<file path="config.mk">
export PLATFORM = sky130hd
export DESIGN_NAME = bcd_seg_scan
export DESIGN_NICKNAME = d
export VERILOG_FILES = /design/src/rtl/bcd_seg_scan.sv
export SDC_FILE = /design/constraint.sdc
export NUM_CORES = 1
export LEC_CHECK = 0
export CAP_MARGIN = 5
export CORE_MARGIN = 10
export CORE_UTILIZATION = 56
export DETAILED_ROUTE_END_ITERATION = 6
export PLACE_DENSITY = 0.77
export SLEW_MARGIN = 20
export SYNTH_ARGS = -nofsm -noshare
export SYNTH_HDL_FRONTEND = slang
export SYNTH_SLANG_ARGS = --single-unit
</file>
<file path="constraint.sdc">
create_clock -name CCK -period 2.55 [get_ports CCK]
set_input_delay 0.6375 -clock CCK [delete_from_list [all_inputs] [get_ports CCK]]
set_output_delay 0.6375 -clock CCK [all_outputs]
set_load 0.02 [all_outputs]
</file>
<file path="src/rtl/bcd_seg_scan.sv">
// bcd_seg_scan
//   Display back end for the 8-bit counter. A LOAD strobe captures QDATA,
//   a sequential shift-add-3 engine converts it to three BCD digits, and a
//   scanner multiplexes those digits onto a common-anode 7-segment display,
//   advancing one digit per rising edge of the divided clock SCAN_IN.
//
// Parameters
//   SYNC_STAGES : synchronizer depth for SCAN_IN (>= 2)
//
// Ports
//   CCK     in   1  system clock, rising edge
//   CCLR    in   1  asynchronous active-high reset
//   QDATA   in   8  binary value from the counter
//   LOAD    in   1  synchronous load strobe
//   SCAN_IN in   1  divided scan clock, asynchronous level
//   BUSY    out  1  conversion in progress
//   BCD     out 12  displayed value {hundreds, tens, units}
//   SEG     out  7  segments a..g, active-low
//   DIG     out  3  digit enables, active-low, DIG[0] = units
//
// Build option
//   SEG_LZB_EN : when defined, blank leading-zero hundreds/tens digits.

module bcd_seg_scan #(
  parameter int unsigned SYNC_STAGES = 2
) (
  input  logic        CCK,
  input  logic        CCLR,
  input  logic [7:0]  QDATA,
  input  logic        LOAD,
  input  logic        SCAN_IN,
  output logic        BUSY,
  output logic [11:0] BCD,
  output logic [6:0]  SEG,
  output logic [2:0]  DIG
);

  typedef enum logic [1:0] {
    ST_IDLE  = 2'd0,
    ST_SHIFT = 2'd1,
    ST_DONE  = 2'd2
  } state_t;

  // Conversion engine state
  state_t      r_state;
  logic [7:0]  r_bin;
  logic [7:0]  r_hold;
  logic [11:0] r_scratch;
  logic [11:0] r_bcd;
  logic [2:0]  r_iter;
  logic        r_pending;
  logic        r_busy;

  // Scan path state
  logic [SYNC_STAGES-1:0] r_sync;
  logic                   r_scan_d;
  logic [1:0]             r_idx;
  logic [6:0]             r_seg;
  logic [2:0]             r_dig;

  logic [11:0] w_adj;
  logic        w_rise;
  logic [3:0]  w_nib;
  logic [2:0]  w_dig_on;
  logic        w_blank;

  // Active-low segment pattern for one decimal digit (a = bit 0).
  function automatic logic [6:0] f_seg(input logic [3:0] d);
    logic [6:0] s;
    case (d)
      4'd0:    s = 7'b1000000;
      4'd1:    s = 7'b1111001;
      4'd2:    s = 7'b0100100;
      4'd3:    s = 7'b0110000;
      4'd4:    s = 7'b0011001;
      4'd5:    s = 7'b0010010;
      4'd6:    s = 7'b0000010;
      4'd7:    s = 7'b1111000;
      4'd8:    s = 7'b0000000;
      4'd9:    s = 7'b0010000;
      default: s = 7'b1111111;
    endcase
    return s;
  endfunction

  // Add-3 correction, each nibble independent (no inter-nibble carry).
  always_comb begin
    w_adj = r_scratch;
    for (int unsigned n = 0; n < 3; n++) begin
      if (r_scratch[4*n +: 4] >= 4'd5)
        w_adj[4*n +: 4] = r_scratch[4*n +: 4] + 4'd3;
    end
  end

  always_ff @(posedge CCK or posedge CCLR) begin
    if (CCLR) begin
      r_state   <= ST_IDLE;
      r_bin     <= '0;
      r_hold    <= '0;
      r_scratch <= '0;
      r_bcd     <= '0;
      r_iter    <= '0;
      r_pending <= 1'b0;
      r_busy    <= 1'b0;
    end else begin
      case (r_state)
        ST_IDLE: begin
          if (LOAD) begin
            r_bin     <= QDATA;
            r_scratch <= '0;
            r_iter    <= '0;
            r_busy    <= 1'b1;
            r_state   <= ST_SHIFT;
          end
        end
        ST_SHIFT: begin
          r_scratch <= {w_adj[10:0], r_bin[7]};
          r_bin     <= {r_bin[6:0], 1'b0};
          r_iter    <= r_iter + 3'd1;
          if (r_iter == 3'd7)
            r_state <= ST_DONE;
          if (LOAD) begin
            r_hold    <= QDATA;
            r_pending <= 1'b1;
          end
        end
        ST_DONE: begin
          r_bcd <= r_scratch;
          // A LOAD arriving in this very cycle counts as pending and, being
          // the newest, supersedes the held value.
          if (LOAD || r_pending) begin
            r_bin     <= LOAD ? QDATA : r_hold;
            r_scratch <= '0;
            r_iter    <= '0;
            r_pending <= 1'b0;
            r_state   <= ST_SHIFT;
          end else begin
            r_busy  <= 1'b0;
            r_state <= ST_IDLE;
          end
        end
        default: r_state <= ST_IDLE;
      endcase
    end
  end

  assign w_rise = r_sync[SYNC_STAGES-1] & ~r_scan_d;

  // r_idx names the digit that the next scan advance will light.
  always_comb begin
    w_nib    = r_bcd[3:0];
    w_dig_on = 3'b110;
    case (r_idx)
      2'd1: begin
        w_nib    = r_bcd[7:4];
        w_dig_on = 3'b101;
      end
      2'd2: begin
        w_nib    = r_bcd[11:8];
        w_dig_on = 3'b011;
      end
      default: begin
        w_nib    = r_bcd[3:0];
        w_dig_on = 3'b110;
      end
    endcase
`ifdef SEG_LZB_EN
    w_blank = ((r_idx == 2'd2) && (r_bcd[11:8] == 4'd0)) ||
              ((r_idx == 2'd1) && (r_bcd[11:4] == 8'd0));
`else
    w_blank = 1'b0;
`endif
  end

  always_ff @(posedge CCK or posedge CCLR) begin
    if (CCLR) begin
      r_sync   <= '0;
      r_scan_d <= 1'b0;
      r_idx    <= 2'd0;
      r_seg    <= '1;
      r_dig    <= '1;
    end else begin
      r_sync   <= {r_sync[SYNC_STAGES-2:0], SCAN_IN};
      r_scan_d <= r_sync[SYNC_STAGES-1];
      if (w_rise) begin
        r_idx <= (r_idx == 2'd2) ? 2'd0 : r_idx + 2'd1;
        if (w_blank) begin
          r_seg <= '1;
          r_dig <= '1;
        end else begin
          r_seg <= f_seg(w_nib);
          r_dig <= w_dig_on;
        end
      end
    end
  end

  assign BUSY = r_busy;
  assign BCD  = r_bcd;
  assign SEG  = r_seg;
  assign DIG  = r_dig;

endmodule

</file>
### Yosys cells after proc, flatten, opt, wreduce, memory -nomap -nowiden

Memory sizes are Yosys's and may differ from the RTL's. A register that Yosys moved wholly into a read port is not among the register bits.
Index checks and enable logic that the tools add are counted.

| storage, ports and cells | value |
|---|---|
| register bits after elaboration | 55 |
| bits in read-only memories | 112 |
| output and inout bits | 23 |
| word-level logic and storage cells | 67 |
| memories kept | 1 |

Memory list:

| name | depth | width | read ports | clocked after memory_dff | write ports | line | source |
|---|---|---|---|---|---|---|---|
| (name not given) | 16 | 7 | 1 | 1 | 0 | 70 | `case (d)` |

| operators by class | value |
|---|---|
| add/subtract/negate cells | 5 |
| $lt $le $gt $ge | 3 |
| eq/ne operators | 10 |
| multiplexer cells | 25 |
| bitwise operators | 2 |
| reductions and logical operators | 9 |

Operator list:

| cell | number |
|---|---|
| one-hot mux 12 bit (3 select lines) | 1 |
| 2-to-1 mux 12 bit | 2 |
| 2-to-1 mux 8 bit | 3 |
| one-hot mux 8 bit (3 select lines) | 1 |
| >= comparator 4 x 3 -> 1 bit (second input constant) | 3 |
| != test 2 bit (second input constant) | 5 |
| 2-to-1 mux 3 bit | 3 |
| one-hot mux 3 bit (3 select lines) | 1 |
| AND reduction 3 bit | 3 |
| adder 4 x 2 -> 4 bit (second input constant) | 2 |
| 2-to-1 mux 4 bit | 2 |
| one-hot mux 4 bit (2 select lines) | 1 |
| 2-to-1 mux 2 bit | 3 |
| one-hot mux 2 bit (3 select lines) | 1 |
| one-hot mux 3 bit (2 select lines) | 1 |
| == test 2 x 1 -> 1 bit (second input constant) | 2 |
| == test 2 bit (second input constant) | 2 |
| 2-to-1 mux 1 bit | 4 |
| one-hot mux 1 bit (2 select lines) | 2 |
| nonzero test 2 bit | 2 |
| adder 3 x 1 -> 3 bit (second input constant) | 1 |
| adder 3 x 2 -> 3 bit (second input constant) | 1 |
| == test 3 bit (second input constant) | 1 |
| nonzero test 3 bit | 1 |
| 6 further kinds | 6 |

### Depth between registers and ports, before layout

| depth | value |
|---|---|
| depth in word-level cells | 3 |
| depth in mapped cells | 10 |

### Least setup slack after synthesis

Ideal clock, no wire load.

| timing | value |
|---|---|
| path kind | register to register |
| start | register r_idx[0] |
| end | register r_seg[6], in the netlist SEG[6] |
| setup time | 0.084 ns |
| data arrival time | 1.913 ns |
| slack | 0.553 ns |
| stages on the path, launching flop included | 10 |
| path buffers | 1 |
| period minus slack after synthesis | 1.997 ns |
| path through | dfrtp_1 -> inv_1 -> ha_1 -> buf_4 -> mux2i_2 -> inv_1 -> ha_1 -> mux2_4 -> nor2_2 -> o31ai_2 |

| on the way | value |
|---|---|
| cells in the longest elaborated chain, start to end | 2 |
| elaborated cells between the ends (all ways) | 3 |
| those cells by class | eq/ne (2); mux (1) |

RTL lines:

| item | line | source |
|---|---|---|
| start, declared | 57 | `logic [1:0] r_idx;` |
| start signal, assigned | 186 | `r_idx <= (r_idx == 2'd2) ? 2'd0 : r_idx + 2'd1;` |
| == test 2 bit or == test 2 x 1 -> 1 bit (tied branches) | 153 | `case (r_idx)` |
| one-hot mux 4 bit (2 select lines) * | 153 |  |
| end, declared | 58 | `logic [6:0] r_seg;` |

Every way passes the cells marked *; elsewhere a longest branch is shown, timed or not.
A chain may end at the register's enable or synchronous reset.

### Worst setup path after layout

| timing | value |
|---|---|
| start | register r_seg[5], in the netlist SEG[5] |
| end | output port SEG[5] |

RTL lines:

| item | line | source |
|---|---|---|
| end, declared | 34 | `output logic [6:0] SEG,` |

No word-level cell between the ends.

==> metrics.yaml <==
run_status:
  status: "finished clean"
clocking:
  insertion_delay_ns: 0.34
  clockRootBuffer: "clkbuf_8"
  hold_buffers: 0
  clock_sinks: 62
  clk_pin_slew_ns: 0.07
  clk_path_buf_depth: 2
  cts_resized: 0
  cts_buffers: 9
  postCtsSetupBuffers: 0
  cts_max_level: 3
  cts_tree: "done"
global_route:
  grt_first_pass_wirelength_microns: 10900
  grt_max_degree: 63
  grt_usage_pct: 15.2
  grt_antenna_before_repair: 0
  grt_overflow: 0
  first_global_vias: 2304
worst_hold_path:
  min_path_cells: 0
  hp-start: "r_sync[0]"
  hold_end: "r_sync[1]"
  min_path_type: "reg2reg"
synth:
  async_reset_ff_share_pct: 100
  synthDistinctLibCells: 44
  synth_sequential_area_ratio_pct: 49.6
  syn_inst: 299
  synth_area_sq_um: 3150
  syn_avg_cell_area_sq_um: 10.5
  yosys_register_bits: 62
  synth_warnings: 0
  syn_nets: 330
  synth_edf_count: 0
  synth_ff_type: "dfrtp_1"
power_and_ir_drop:
  p_leak_uw: 0.00166
  peakVddDrop_mv: 0.495
  power.density_nw_per_um2: 1030
die:
  io_pins: 35
  fp.dieW_microns: 95.0
  core_sq_um: 5470
  fp.dieH_microns: 95.0
  row_count: 27
  start_util_pct: 57.6
  fp.dieArea_sq_um: 9030
detailed_routing:
  wirelength_microns: 6330
  vias: 2276
  antenna_left: 0
  drt-initial-drc-count: 217
  wire_per_inst_microns: 15.3
  vias_per_cell: 5.51
  drtPass1Iterations: 5
  drc: 0
sta:
  finClkSkew_ns: 0.0108
  finalSetupViolCount: 0
  slew-limit-headroom_pct: 57.6
  finalCriticalPeriod_ns: 2.12
  tns_ns: 0
  layout_setup_ws_ns: 0.425
  grt_setup_unrepaired: "false"
  fmax_ghz: 0.471
  worst_pin_slew_ns: 0.635
  whs_ns: 0.355
  hold_viol_final: 0
  slew_violations: 0
  final.period_utilization_pct: 83.3
final_layout:
  utilization_pct: 69.3
  final_area_sq_um: 3790
  drive_gt1_share_pct: 19.1
  fin_nets: 367
  antenna_cells: 0
  syn_to_final_growth_pct: 20.2
setup_path:
  crit_type: "reg2out"
  reg2reg_to: "SEG[1]"
  cp_slowest_stage_delay_ns: 0.61
  worst_setup_path_end_kind: "output pin"
  timing.rr.start: "r_idx[0]"
  crit_arrival_ns: 1.49
  crit_buf_inv: 1
  r2r_slack_ns: 0.43
  crit_required_ns: 1.91
  ff2ff_path_depth: 8
  critPathLaunchType: "flip-flop"
  worstPathCellList: "clkdlybuf4s50_1"
  crit_path_max_fanout: 2
  slowest_stage: "clkdlybuf4s50_1"
  crit_family: "buffers and inverters"
place:
  placed_area_sq_um: 3570
  gp_congestion: 0.789
  numPortBuffers: 34
  place_ws_ns: 0.335
  hpwl_microns: 4440
flow_run:
  max_cap_viol_count: 0
[state kept, by name, summed over array words and instances, names as in the netlist]
register / count
BUSY: 1
BCD: 12
r_scan_d: 1
r_sync: 2
DIG: 3
r_pending: 1
r_iter: 3
r_bin: 8
r_idx: 2
SEG: 7
r_scratch: 12
r_state: 2
r_hold: 8
[where the power goes]
part | internal (uW) | switching [uW] | leakage (uW)
registers | 1290 | 169 | 0.000772
logic | 654 | 822 | 0.000780
clock network | 575 | 377 | 0.000110
total | 2520 | 1370 | 0.00166
[area by class of cell]
cell class	count	area, sq um
Inverter	17	63.8
Tap cell	72	90.1
Clock buffer	12	145
Multi-Input combinational cell	205	1450
Clock inverter	4	70.1
Sequential cell	62	1560
Fill cell	427	1680
Timing Repair Buffer	41	405
[worst max-delay path by stage]
stage / start / end / slack [ns] / depth (start not counted)
4_1_cts: SEG[5] / SEG[5] / 0.41 / 1
5_1_grt: r_idx[1] / SEG[1] / 0.30 / 8
3_5_place_dp: LOAD / r_bin[1] / 0.34 / 4
6_report: SEG[5] / SEG[5] / 0.43 / 1
2_1_floorplan: CCLR / BCD[0] / 0.39 / 1
3_3_place_gp: LOAD / r_scratch[3] / 0.37 / 5
[metrics by stage]
| stage | total power (uW) | std cells |
|---|---|---|
| 2_1_floorplan | 2540 | 299 |
| 3_3_place_gp | 2910 | 397 |
| 3_5_place_dp | 2960 | 397 |
| 4_1_cts | 3920 | 413 |
| 5_1_grt | 4180 | 413 |
| 6_report | 3890 | 413 |
[layer usage]
layer  up-vias  wire length [microns]  track usage (%)
li1       1128                      -                -
met1      1081                   2860             18.4
met2        57                   2920             24.2
met3        10                    421             4.16
met4         0                    131             7.98
met5         -                      0                0
[cell families (layout without fill, tap and decap cells)]
kind of cell	Yosys count	count (layout)	share of synthesized area, %
AO/OA/AOI/OAI	85	85	18.4
XOR/XNOR	4	4	1.11
adder cells (fa/ha/maj)	19	19	7.54
buffers and inverters	32	74	4.48
flip-flops	62	62	49.6
multiplexers	23	23	8.77
AND/OR/NAND/NOR	74	74	10.1
[cells in the final DEF (no fill, tap or decap), types with 2 or more instances in the layout]
cell type / Yosys / final
a22oi_1: 3 / 3
o21ai_0: 31 / 31
inv_1: 16 / 15
a21oi_1: 14 / 14
dfrtp_1: 52 / 52
dfstp_2: 10 / 10
a222oi_1: 6 / 6
ha_1: 19 / 19
nor2_1: 18 / 18
a22o_1: 10 / 10
nand2b_1: 4 / 4
nand2_1: 42 / 42
clkinv_2: 0 / 2
nor2_2: 2 / 2
buf_4: 1 / 6
xnor2_1: 3 / 3
nor3_1: 2 / 2
mux2_2: 20 / 20
clkdlybuf4s50_1: 0 / 34
o31ai_1: 3 / 3
o41ai_1: 2 / 2
bufinv_16: 0 / 2
clkbuf_1: 5 / 2
o22a_1: 2 / 2
a21oi_2: 2 / 2
clkbuf_8: 0 / 10
o21ai_1: 4 / 4
[cells in the mapped netlist (2+ instances only)]
| master | n | area share (%) |
|---|---|---|
| nand2_1 | 42 | 5.0 |
| mux2_2 | 20 | 7.1 |
| xnor2_1 | 3 | 0.83 |
| o41ai_1 | 2 | 0.56 |
| inv_1 | 16 | 1.9 |
| a22o_1 | 10 | 2.8 |
| o22a_1 | 2 | 0.56 |
| dfstp_2 | 10 | 8.3 |
| o21ai_0 | 31 | 4.9 |
| o21ai_1 | 4 | 0.63 |
| o31ai_1 | 3 | 0.71 |
| dfrtp_1 | 52 | 41 |
| nand2b_1 | 4 | 0.79 |
| nor3_1 | 2 | 0.32 |
| ha_1 | 19 | 7.5 |
| nor2_2 | 2 | 0.40 |
| a22oi_1 | 3 | 0.71 |
| a222oi_1 | 6 | 1.9 |
| clkbuf_1 | 5 | 0.60 |
| buf_2 | 8 | 1.3 |
| nor2_1 | 18 | 2.1 |
| a21oi_1 | 14 | 2.2 |
| a21oi_2 | 2 | 0.56 |
Power figures use the tool's default switching activity.
